File: config.mk
export PLATFORM = sky130hd
export DESIGN_NAME = gb_savestate_scheduler
export DESIGN_NICKNAME = d
export VERILOG_FILES = /design/src/rtl/gb_savestate_scheduler.sv
export SDC_FILE = /design/constraint.sdc
export NUM_CORES = 1
export LEC_CHECK = 0
export CAP_MARGIN = 10
export CORE_MARGIN = 3
export CORE_UTILIZATION = 40
export CTS_CLUSTER_DIAMETER = 40
export DETAILED_ROUTE_END_ITERATION = 10
export GPL_ROUTABILITY_DRIVEN = 0
export PLACE_DENSITY = 0.75
export SLEW_MARGIN = 20
export SYNTH_ARGS = -nofsm -noshare
export SYNTH_HDL_FRONTEND = slang
export SYNTH_SLANG_ARGS = --single-unit
File: constraint.sdc
create_clock -name clk -period 2 [get_ports clk]
set_clock_uncertainty 0.05 [all_clocks]
set_input_delay 0.4 -clock clk [delete_from_list [all_inputs] [get_ports clk]]
set_output_delay 0.4 -clock clk [all_outputs]
set_load 0.02 [all_outputs]
File: src/rtl/gb_savestate_scheduler.sv
// Savestate scheduler: arbitrates manual save/load and the optional rewind ring, then parks the core at vsync and issues one request.
// Optional rewind ring enabled by defining GB_SS_REWIND_EN.
module gb_savestate_scheduler #(
    parameter logic [31:0] SLOT_BASE       = 32'h0200_0000,
    parameter logic [31:0] SLOT_SIZE       = 32'h0010_0000,
    parameter logic [31:0] REWIND_BASE     = 32'h0240_0000,
    parameter int          REWIND_DEPTH    = 16,
    parameter int          REWIND_INTERVAL = 60,
    parameter int          SETTLE_CYCLES   = 4,
    parameter int          ACK_TIMEOUT     = 255
) (
    input  logic        clk,
    input  logic        reset_n,
    input  logic        save_i,
    input  logic        load_i,
    input  logic [1:0]  slot_i,
    input  logic        rewind_on_i,
    input  logic        vsync_i,
    output logic        request_savestate_o,
    output logic        request_loadstate_o,
    output logic [31:0] request_address_o,
    input  logic        request_busy_i,
    output logic        core_sleep_o,
    output logic        busy_o,
    output logic        rewind_active_o,
    output logic        timeout_err_o
);

    typedef enum logic [2:0] {
        S_IDLE, S_WAIT_VS, S_SLEEP, S_ISSUE, S_WAIT_ACK, S_WAIT_DONE
    } state_t;

    state_t      state_q, state_d;
    logic [7:0]  cnt_q, cnt_d;
    logic        is_save_q, is_save_d;
    logic        is_rew_q, is_rew_d;
    logic [31:0] addr_q, addr_d;
    logic        terr_q, terr_d;
    logic        vs_q;
    logic        vs_edge;
    logic        complete;
    logic        cap_taken;
    logic        rew_load_req;
    logic        cap_req;
    logic [31:0] ring_save_addr;
    logic [31:0] ring_load_addr;
    logic [31:0] manual_addr;

    assign vs_edge     = vsync_i & ~vs_q;
    assign manual_addr = SLOT_BASE + {30'b0, slot_i} * SLOT_SIZE;

    always_ff @(posedge clk) begin
        if (!reset_n) begin
            state_q   <= S_IDLE;
            cnt_q     <= 8'd0;
            is_save_q <= 1'b0;
            is_rew_q  <= 1'b0;
            terr_q    <= 1'b0;
            vs_q      <= 1'b0;
        end else begin
            state_q   <= state_d;
            cnt_q     <= cnt_d;
            is_save_q <= is_save_d;
            is_rew_q  <= is_rew_d;
            terr_q    <= terr_d;
            vs_q      <= vsync_i;
        end
    end

    always_ff @(posedge clk) begin
        addr_q <= addr_d;
    end

    always_comb begin
        state_d   = state_q;
        cnt_d     = cnt_q;
        is_save_d = is_save_q;
        is_rew_d  = is_rew_q;
        addr_d    = addr_q;
        terr_d    = terr_q;
        complete  = 1'b0;
        cap_taken = 1'b0;
        case (state_q)
            S_IDLE: begin
                // Manual requests outrank rewind events arriving in the same cycle.
                if (save_i) begin
                    is_save_d = 1'b1;
                    is_rew_d  = 1'b0;
                    addr_d    = manual_addr;
                    state_d   = S_WAIT_VS;
                end else if (load_i) begin
                    is_save_d = 1'b0;
                    is_rew_d  = 1'b0;
                    addr_d    = manual_addr;
                    state_d   = S_WAIT_VS;
                end else if (rew_load_req) begin
                    is_save_d = 1'b0;
                    is_rew_d  = 1'b1;
                    addr_d    = ring_load_addr;
                    state_d   = S_WAIT_VS;
                end else if (cap_req) begin
                    is_save_d = 1'b1;
                    is_rew_d  = 1'b1;
                    addr_d    = ring_save_addr;
                    cap_taken = 1'b1;
                    state_d   = S_WAIT_VS;
                end
                if (state_d == S_WAIT_VS) begin
                    terr_d = 1'b0;
                end
            end
            S_WAIT_VS: begin
                if (vs_edge) begin
                    cnt_d   = 8'd0;
                    state_d = S_SLEEP;
                end
            end
            S_SLEEP: begin
                if (cnt_q == 8'(SETTLE_CYCLES - 1)) begin
                    state_d = S_ISSUE;
                end else begin
                    cnt_d = cnt_q + 8'd1;
                end
            end
            S_ISSUE: begin
                cnt_d   = 8'd0;
                state_d = S_WAIT_ACK;
            end
            S_WAIT_ACK: begin
                if (request_busy_i) begin
                    state_d = S_WAIT_DONE;
                end else if (cnt_q == 8'(ACK_TIMEOUT - 1)) begin
                    terr_d  = 1'b1;
                    state_d = S_IDLE;
                end else begin
                    cnt_d = cnt_q + 8'd1;
                end
            end
            S_WAIT_DONE: begin
                if (!request_busy_i) begin
                    complete = 1'b1;
                    state_d  = S_IDLE;
                end
            end
            default: state_d = S_IDLE;
        endcase
    end

    assign core_sleep_o        = (state_q == S_SLEEP) || (state_q == S_ISSUE) ||
                                 (state_q == S_WAIT_ACK) || (state_q == S_WAIT_DONE);
    assign busy_o              = (state_q != S_IDLE);
    assign request_savestate_o = (state_q == S_ISSUE) && is_save_q;
    assign request_loadstate_o = (state_q == S_ISSUE) && !is_save_q;
    assign request_address_o   = (state_q == S_ISSUE) ? addr_q : 32'd0;
    assign timeout_err_o       = terr_q;

`ifdef GB_SS_REWIND_EN
    localparam int IW = (REWIND_DEPTH > 1) ? $clog2(REWIND_DEPTH) : 1;
    localparam int VW = $clog2(REWIND_DEPTH + 1);

    logic [IW-1:0] wr_idx_q, wr_idx_d;
    logic [IW-1:0] rd_idx;
    logic [VW-1:0] valid_q, valid_d;
    logic [7:0]    ivl_q, ivl_d;
    logic          pend_q, pend_d;

    assign rd_idx         = (wr_idx_q == '0) ? IW'(REWIND_DEPTH - 1) : wr_idx_q - 1'b1;
    assign ring_save_addr = REWIND_BASE + 32'(wr_idx_q) * SLOT_SIZE;
    assign ring_load_addr = REWIND_BASE + 32'(rd_idx) * SLOT_SIZE;
    assign rew_load_req   = rewind_on_i && (valid_q != '0) && vs_edge;
    // A pending capture waits while the player is rewinding.
    assign cap_req        = pend_q && !rewind_on_i;

    always_comb begin
        wr_idx_d = wr_idx_q;
        valid_d  = valid_q;
        ivl_d    = ivl_q;
        pend_d   = pend_q;
        if (cap_taken) begin
            pend_d = 1'b0;
        end
        if (vs_edge && !rewind_on_i) begin
            if (ivl_q == 8'(REWIND_INTERVAL - 1)) begin
                ivl_d  = 8'd0;
                pend_d = 1'b1;
            end else begin
                ivl_d = ivl_q + 8'd1;
            end
        end
        if (complete) begin
            if (is_rew_q && is_save_q) begin
                wr_idx_d = (wr_idx_q == IW'(REWIND_DEPTH - 1)) ? '0 : wr_idx_q + 1'b1;
                if (valid_q != VW'(REWIND_DEPTH)) begin
                    valid_d = valid_q + 1'b1;
                end
            end else if (is_rew_q) begin
                wr_idx_d = rd_idx;
                valid_d  = valid_q - 1'b1;
            end else if (!is_save_q) begin
                valid_d = '0;
            end
        end
    end

    always_ff @(posedge clk) begin
        if (!reset_n) begin
            wr_idx_q <= '0;
            valid_q  <= '0;
            ivl_q    <= 8'd0;
            pend_q   <= 1'b0;
        end else begin
            wr_idx_q <= wr_idx_d;
            valid_q  <= valid_d;
            ivl_q    <= ivl_d;
            pend_q   <= pend_d;
        end
    end

    assign rewind_active_o = rewind_on_i && (valid_q != '0);
`else
    logic unused_rewind;

    assign ring_save_addr  = 32'd0;
    assign ring_load_addr  = 32'd0;
    assign rew_load_req    = 1'b0;
    assign cap_req         = 1'b0;
    assign rewind_active_o = 1'b0;
    // Rewind inputs and configuration are inert in this build.
    assign unused_rewind   = ^{rewind_on_i, cap_taken, complete, is_rew_q, REWIND_BASE,
                               32'(REWIND_DEPTH), 32'(REWIND_INTERVAL)};
`endif

endmodule
# ---- Yosys cells after proc, flatten, opt, wreduce, memory -nomap -nowiden
# Cells that the tools add are included.
dict set report classes {
  add_sub_neg 2
  n_reduce_logical 15
  n_div 0
  bitwise 2
  muxes 23
  mul 0
  n_eq_ne 17
  shifts 0
  n_lt_le_gt_ge 0
}
# op n
set ops {}
lappend ops {{two-way mux 32 bit} 3}
lappend ops {{two-way mux 8 bit} 4}
lappend ops {{case mux 8 bit (4 select lines)} 1}
lappend ops {{adder 26 x 22 -> 27 bit (first input constant)} 1}
lappend ops {{two-way mux 3 bit} 8}
lappend ops {{case mux 3 bit (6 select lines)} 1}
lappend ops {{!= test 2 bit (second input constant)} 8}
lappend ops {{adder 8 x 1 -> 8 bit (second input constant)} 1}
lappend ops {{equality test 8 x 2 -> 1 bit (second input constant)} 1}
lappend ops {{equality test 8 bit (second input constant)} 1}
lappend ops {{AND reduction 4 bit} 2}
lappend ops {{equality test 3 x 1 -> 1 bit (second input constant)} 2}
lappend ops {{equality test 3 x 2 -> 1 bit (second input constant)} 2}
lappend ops {{equality test 3 bit (second input constant)} 2}
lappend ops {{two-way mux 1 bit} 5}
lappend ops {{AND reduction 5 bit} 1}
lappend ops {{nonzero test 2 bit} 2}
lappend ops {{nonzero test 4 bit} 1}
lappend ops {{logical NOT 3 bit} 1}
lappend ops {{logical OR 1 bit} 3}
lappend ops {{!= test 3 bit (second input constant)} 1}
lappend ops {{nonzero test 3 bit} 1}
lappend ops {{logical AND 1 bit} 2}
lappend ops {{case mux 1 bit (2 select lines)} 1}
lappend ops {{other kinds (4)} 4}
dict set report word_totals {
  output_inout_bits 38
  ram_bits 0
  n_memories 0
  latch_bits 0
  reg_bits 46
  elab_cells 65
  inputBits 9
  rom_bits 0
}

# ---- Logic depth before layout (Yosys ltp)
# Gate-level depths: netlist of the first run.
dict set report depth {
  ltp_word 6
  depth_mapped 6
  mapped_depth_nobuf 6
}

# ---- Least setup slack after synthesis of the first run
# Ideal clock, no wire load.
dict set report synth_path {
  path_type {reg2out}
  from {reg state_q[1]}
  to {out request_loadstate_o}
  stages_incl_launch_ff 5
  path_buffers 1
  t_required_ns 1.550
  t_arrival_ns 1.395
  path_slack_ns 0.155
  path_cell_list {dfxtp_1 buf_6 nor2b_1 and2_1 nor2b_1}
}
dict set report synth_between {
  elab_chain_len 2
}
# item line
set synth_lines {}
lappend synth_lines {{start: declaration} 33} ;# state_t state_q, state_d;
lappend synth_lines {{start signal: assignment} 61} ;# state_q <= state_d;
lappend synth_lines {{equality test 3 x 2 -> 1 bit} 153} ;# assign request_loadstate_o = (state_q == S_ISSUE) && !is_save_q;
lappend synth_lines {{logical AND 1 bit} 153}
lappend synth_lines {{end: declaration} 20} ;# output logic request_loadstate_o,
# Every way passes these cells.

# ---- Final worst setup path of the first run
dict set report layout_path {
  from {reg state_q[1]}
  to {out request_address_o[20]}
}
dict set report layout_between {
  elab_chain_len 2
}
# item line
set layout_lines {}
lappend layout_lines {{equality test 3 x 2 -> 1 bit} 154} ;# assign request_address_o = (state_q == S_ISSUE) ? addr_q : 32'd0;
lappend layout_lines {{two-way mux 32 bit} 154}
lappend layout_lines {{end: declaration} 21} ;# output logic [31:0] request_address_o,
# Every way passes these cells.

==> impl_metrics.env, run 1 <==
export IMPL_status="finished, final reports clean"
export IMPL_grt_pass1_vias=895
export IMPL_leakage_nw=0.624
export IMPL_wl_per_cell_um=12.3
export IMPL_grt_start_max_net_pins=14
export IMPL_final_antenna_net_count=0
export IMPL_timing_rr_end="cnt_q[0]$_SDFFE_PN0P_"
export IMPL_critPathArrivalTime_ps=1420
export IMPL_grt_overflow_total=0
export IMPL_reg2reg_depth=5
export IMPL_min_from="cnt_q[0]$_SDFFE_PN0P_"
export IMPL_wirelength_mm=2.51
export IMPL_cts_sinks=16
export IMPL_pre_cts_ws_ps=18.1
export IMPL_antenna_cells=0
export IMPL_synth_cells=148
export IMPL_fin_crit_ps=1870
export IMPL_critical_path_top_delay_family="buffers and inverters"
export IMPL_drc=0
export IMPL_synth_area_um2=1240
export IMPL_row_count=19
export IMPL_synth_common_cells="30 x buf_4, 14 x dfxtp_1, 10 x nand2_1"
export IMPL_dp_hpwl_mm=1.97
export IMPL_drive_gt1_frac=0.150
export IMPL_hold_class="reg -> reg"
export IMPL_ir_drop_v=0.000449
export IMPL_r2r_slack_ps=160
export IMPL_drt_pre_antenna_iters=4
export IMPL_slowest_stage="dlygate4sd2_1"
export IMPL_synth_top_area_frac=0.225
export IMPL_synthArstFlopShare=0
export IMPL_maxCapViolations=0
export IMPL_grt_pass1_wl_mm=3.88
export IMPL_startpoint_type="flop"
export IMPL_synth_avg_cell_area_um2=8.41
export IMPL_path_cells="nor2b_2, buf_4, and3_1, dlygate4sd2_1"
export IMPL_synth_cell_types=46
export IMPL_clk_pin_slew_ps=90
export IMPL_finalHoldViolCount=0
export IMPL_start_util=0.436
export IMPL_setup_viol=0
export IMPL_synth_seq_area_share=0.273
export IMPL_yosys_register_bits=16
export IMPL_io_buffers=15
export IMPL_path_buf_inv=2
export IMPL_cts_tree="built"
export IMPL_path_class="reg -> out"
export IMPL_numCtsBuffers=3
export IMPL_whs_endpoint="cnt_q[0]$_SDFFE_PN0P_"
export IMPL_r2r_start="cnt_q[1]$_SDFFE_PN0P_"
export IMPL_antenna_found_initial=0
export IMPL_vias_per_cell=5.00
export IMPL_synth_edf_count=2
export IMPL_holdWs_ps=486
export IMPL_drt_iter0_markers=27
export IMPL_cp_required_ps=1550
export IMPL_tns_ps=0
export IMPL_synth_warnings=0
export IMPL_yosysTopAreaCell="dfxtp_1"
export IMPL_clock_latency_ps=290
export IMPL_layout_setup_ws_ps=129
export IMPL_cp_slowest_stage_delay_ps=340
export IMPL_track_usage=0.134
export IMPL_synthTopCellsByArea="dfxtp_1 23%, buf_4 18%, edfxtp_1 4.8%, o21ai_0 3.6%, nand3_1 3.2%"
export IMPL_die_w_um=61.8
export IMPL_vias=1020
export IMPL_cp_max_fo=3
export IMPL_clockBufferDepth=2
export IMPL_synthFlopType="dfxtp_1"
export IMPL_yosysMostFrequentCell="buf_4"
export IMPL_core_um2=2850
export IMPL_layout_nets=185
export IMPL_hold_depth=1
export IMPL_slew_viol_final=0
export IMPL_fin_crit_sh=0.935
export IMPL_max_freq_mhz=535
export IMPL_htreeDepth=1
export IMPL_fp_dieH_um=61.8
export IMPL_root_buffer="clkbuf_4"
export IMPL_cp_end_kind="primary output"
export IMPL_syn2layout_area_growth_pct=13.0
export IMPL_num_io_pins=47
export IMPL_grt_setup_unrepaired="false"
export IMPL_power_per_cell_area_nw_per_um2=638
export IMPL_dieArea_um2=3820
logic make-up (layout without fill, tap and decap cells):
| group | after synthesis | count (layout) | synth area share |
|---|---|---|---|
| and+or+nand+nor | 54 | 54 | 0.269 |
| buffers and inverters | 41 | 37 | 0.222 |
| AOI/OAI and AO/OA | 31 | 31 | 0.189 |
| DFF | 16 | 16 | 0.273 |
| adders and majority gates | 2 | 2 | 0.0201 |
| muxes | 2 | 2 | 0.0161 |
| other | 1 | 30 | 0.00301 |
| xor gates and xnor gates | 1 | 1 | 0.00704 |
routing by layer:
layer  vias up  global-route usage  routed length (um)
li1        520                   -                   -
met4         0              0.0273                   8
met5         -                   0                   0
met3         2              0.0455                 198
met1       462               0.170                1100
met2        36               0.221                1210
placed cells by master, fill, tap and decap left out, types with 3 or more instances in the layout:
master and instances:
nor3_1 7, nand3_1 8, conb_1 30, nor2b_1 3, inv_1 6, dlygate4sd2_1 7, o21ai_0 9, dfxtp_1 14
clkdlybuf4s50_1 8, nand2_1 10, buf_4 12, and2_1 4, nor2_1 3, and3_1 5, o211ai_1 3, clkbuf_4 3
report_power, final:
part | internal [mW] | switching [mW] | total [mW]
combinational | 0.137 | 0.206 | 0.344
clock | 0.0776 | 0.106 | 0.183
sequential | 0.353 | 0.0178 | 0.371
total | 0.568 | 0.330 | 0.898
metrics by stage:
stage               cells  total power, mW   util  cell area, um^2
global placement      200            0.723  0.483             1380
floorplan             177            0.657      -             1350
detailed placement    200            0.729  0.483             1380
global route          204            0.961  0.493             1410
finish                204            0.898  0.493             1410
CTS                   204            0.902  0.489             1400
worst max-delay path by stage:
stage	startpoint	to	slack (ps)	cells after the start
4_1_cts	state_q[1]$_SDFFE_PN0P_	request_address_o[20]	30	4
2_1_floorplan	state_q[1]$_SDFFE_PN0P_	request_loadstate_o	160	4
3_5_place_dp	request_busy_i	cnt_q[3]$_SDFFE_PN0P_	20	5
3_3_place_gp	request_busy_i	cnt_q[5]$_SDFFE_PN0P_	50	5
6_report	state_q[1]$_SDFFE_PN0P_	request_address_o[20]	130	4
5_1_grt	state_q[1]$_SDFFE_PN0P_	request_loadstate_o	20	4
flip-flops by register name, summed over array words and instances, names as in the netlist:
register and cells:
addr_q 2, cnt_q 8, is_save_q 1, state_q 3
timeout_err_o 1, vs_q 1
cell type report:
type	count	area (um^2)
clock buffer	4	26.3
fill	282	1450
inverter	6	22.5
multi-input combinational	120	747
sequential	16	340
tap	31	38.8
timing repair buffer	27	231
timing repair:
| item | in CTS | in global routing |
|---|---|---|
| endpoints found under the setup margin | 7 | 5 |
| hold buffers | 0 | 0 |
| resized for setup | 7 | 2 |
| buffers inserted | 0 | 0 |
Note: power is estimated with default switching activity, not from simulation.
==> run 2: changes to the inputs <==
PLACE_DENSITY = 0.78   (was 0.75)
clock period = 1.62 ns   (was 2 ns; I/O delays follow)
==> run 2 against run 1 <==
  * The flow now finishes with violations (negative setup slack)
  * Critical endpoint is now cnt_q[6]$_SDFFE_PN0P_
  * Register-to-register slack got worse by 210 ps
  * Cell count increased by 10%
  * Flip-flop and latch count unchanged
  * Die area unchanged
==> impl_metrics.env, run 2 (synthesis results as in run 1) <==
export IMPL_status="complete, but fails checks"
export IMPL_failed_checks="negative setup slack"
export IMPL_top_register="cnt_q"
export IMPL_fin_util=0.603
export IMPL_grt_setup_unrepaired="true"
export IMPL_layout_nets=206
export IMPL_row_count=19
export IMPL_finalHoldViolCount=0
export IMPL_start_util=0.436
export IMPL_wl_per_cell_um=15.1
export IMPL_drt_pre_antenna_iters=4
export IMPL_layout_commonest_cell="conb_1"
export IMPL_track_usage=0.184
export IMPL_cts_tree="built"
export IMPL_die_w_um=61.8
export IMPL_grt_busiest_layer="met2"
export IMPL_clockBufferDepth=2
export IMPL_clk_pin_slew_ps=100
export IMPL_met1_usage=0.205
export IMPL_leakage_nw=0.730
export IMPL_vias=1216
export IMPL_grt_pass1_wl_mm=5.04
export IMPL_fin_crit_sh=1.03
export IMPL_dieArea_um2=3820
export IMPL_clock_latency_ps=300
export IMPL_cp_required_ps=1760
export IMPL_root_buffer="clkbuf_4"
export IMPL_wirelength_mm=3.40
export IMPL_numCtsBuffers=3
export IMPL_globalRouteMet2Util=0.303
export IMPL_cts_sinks=16
export IMPL_slew_viol_final=0
export IMPL_fin_crit_ps=1670
export IMPL_final_cell_mix="30 x conb_1, 27 x buf_4, 10 x nand2_1"
export IMPL_drc=0
export IMPL_final_antenna_net_count=0
export IMPL_drive_gt1_frac=0.397
export IMPL_ir_drop_v=0.000589
export IMPL_dp_hpwl_mm=2.32
export IMPL_nFillCells=233
export IMPL_syn2layout_area_growth_pct=38.1
export IMPL_layout_setup_ws_ps=-46.2
export IMPL_cp_max_fo=4
export IMPL_cts_hold_buf=0
export IMPL_htreeDepth=1
export IMPL_critPathArrivalTime_ps=1810
export IMPL_fp_dieH_um=61.8
export IMPL_grt_start_max_net_pins=10
export IMPL_cp_end_kind="flop"
export IMPL_core_um2=2850
export IMPL_grt_pass1_vias=1114
export IMPL_largest_reg_flops=8
export IMPL_power_per_cell_area_nw_per_um2=778
export IMPL_antenna_found_initial=0
export IMPL_hold_class="reg -> reg"
export IMPL_grt_overflow_total=0
export IMPL_maxCapViolations=0
export IMPL_antenna_cells=0
export IMPL_path_class="reg -> reg"
export IMPL_num_io_pins=47
export IMPL_vias_per_cell=5.40
export IMPL_max_freq_mhz=600
export IMPL_reg_top3="cnt_q (8), state_q (3), addr_q (2)"
export IMPL_io_buffers=15
export IMPL_use_met3=0.0620
export IMPL_setup_viol=7
export IMPL_finalPower_mw=1.34
export IMPL_startpoint_type="flop"
export IMPL_drt_iter0_markers=57
-- run 2: cell count changes in the layout (fill, tap and decap cells not counted), moves of 3 or more --
cell,delta
and3_1,-3
and3_4,+3
buf_2,+4
buf_4,+15
buf_6,+9
dfxtp_1,-6
dfxtp_2,+3
dfxtp_4,+3
dlygate4sd2_1,-6
-- run 2: timing repair --
item | in CTS | in global routing
endpoints found under the setup margin | 16 | 13
pin swaps | 9 | 8
buffers inserted | 7 | 3
gates resized for setup | 56 | 17
-- run 2: path summary, 6_finish.rpt --
path,start,endpoint,slack [ps],cells past startpoint
worst max-delay path,cnt_q[1]$_SDFFE_PN0P_,cnt_q[6]$_SDFFE_PN0P_,-50,6
worst min-delay path,cnt_q[2]$_SDFFE_PN0P_,cnt_q[2]$_SDFFE_PN0P_,510,2
worst max register to register,cnt_q[1]$_SDFFE_PN0P_,cnt_q[6]$_SDFFE_PN0P_,-50,6
worst min register to register,cnt_q[2]$_SDFFE_PN0P_,cnt_q[2]$_SDFFE_PN0P_,510,2
-- run 2: report_power, final --
group	total [mW]	switching [mW]	internal, mW
registers	0.466	0.0263	0.439
clock network	0.277	0.140	0.137
logic	0.594	0.323	0.271
-- run 2: area by class of cell --
cell class	count	area (um^2)	share of cell area
inverters	6	22.5	0.0131
clock buffers	4	36.3	0.0211
multi-input cells	120	863	0.502
flip-flops and latches	16	355	0.207
well taps	31	38.8	0.0226
repair buffers	48	403	0.234
-- run 2: metrics by stage --
| stage | TNS, ps | setup WS [ps] | cell area, um^2 | hold slack (ps) | instances |
|---|---|---|---|---|---|
| finish | -149 | -46.2 | 1720 | 511 | 225 |
| global route | -758 | -92.1 | 1720 | 513 | 225 |
| CTS | -119 | -35.6 | 1630 | 505 | 222 |
| detailed placement | -3520 | -338 | 1480 | 491 | 211 |
| global placement | -2890 | -265 | 1480 | 475 | 211 |
| floorplan | -21.6 | -21.6 | 1370 | 373 | 177 |
-- run 2: routing by layer --
metal | vias up | share of wire
met4 | 0 | 0.035
li1 | 562 | -
met1 | 586 | 0.37
met5 | - | 0
met2 | 57 | 0.51
met3 | 11 | 0.080
-- run 2: worst max-delay path: stages (launching register included) --
cell and delay, ps:
dfxtp_4 380, ha_4 160, nor4b_4 130, and4b_4 230, buf_4 140, o41ai_2 350
o31ai_2 120
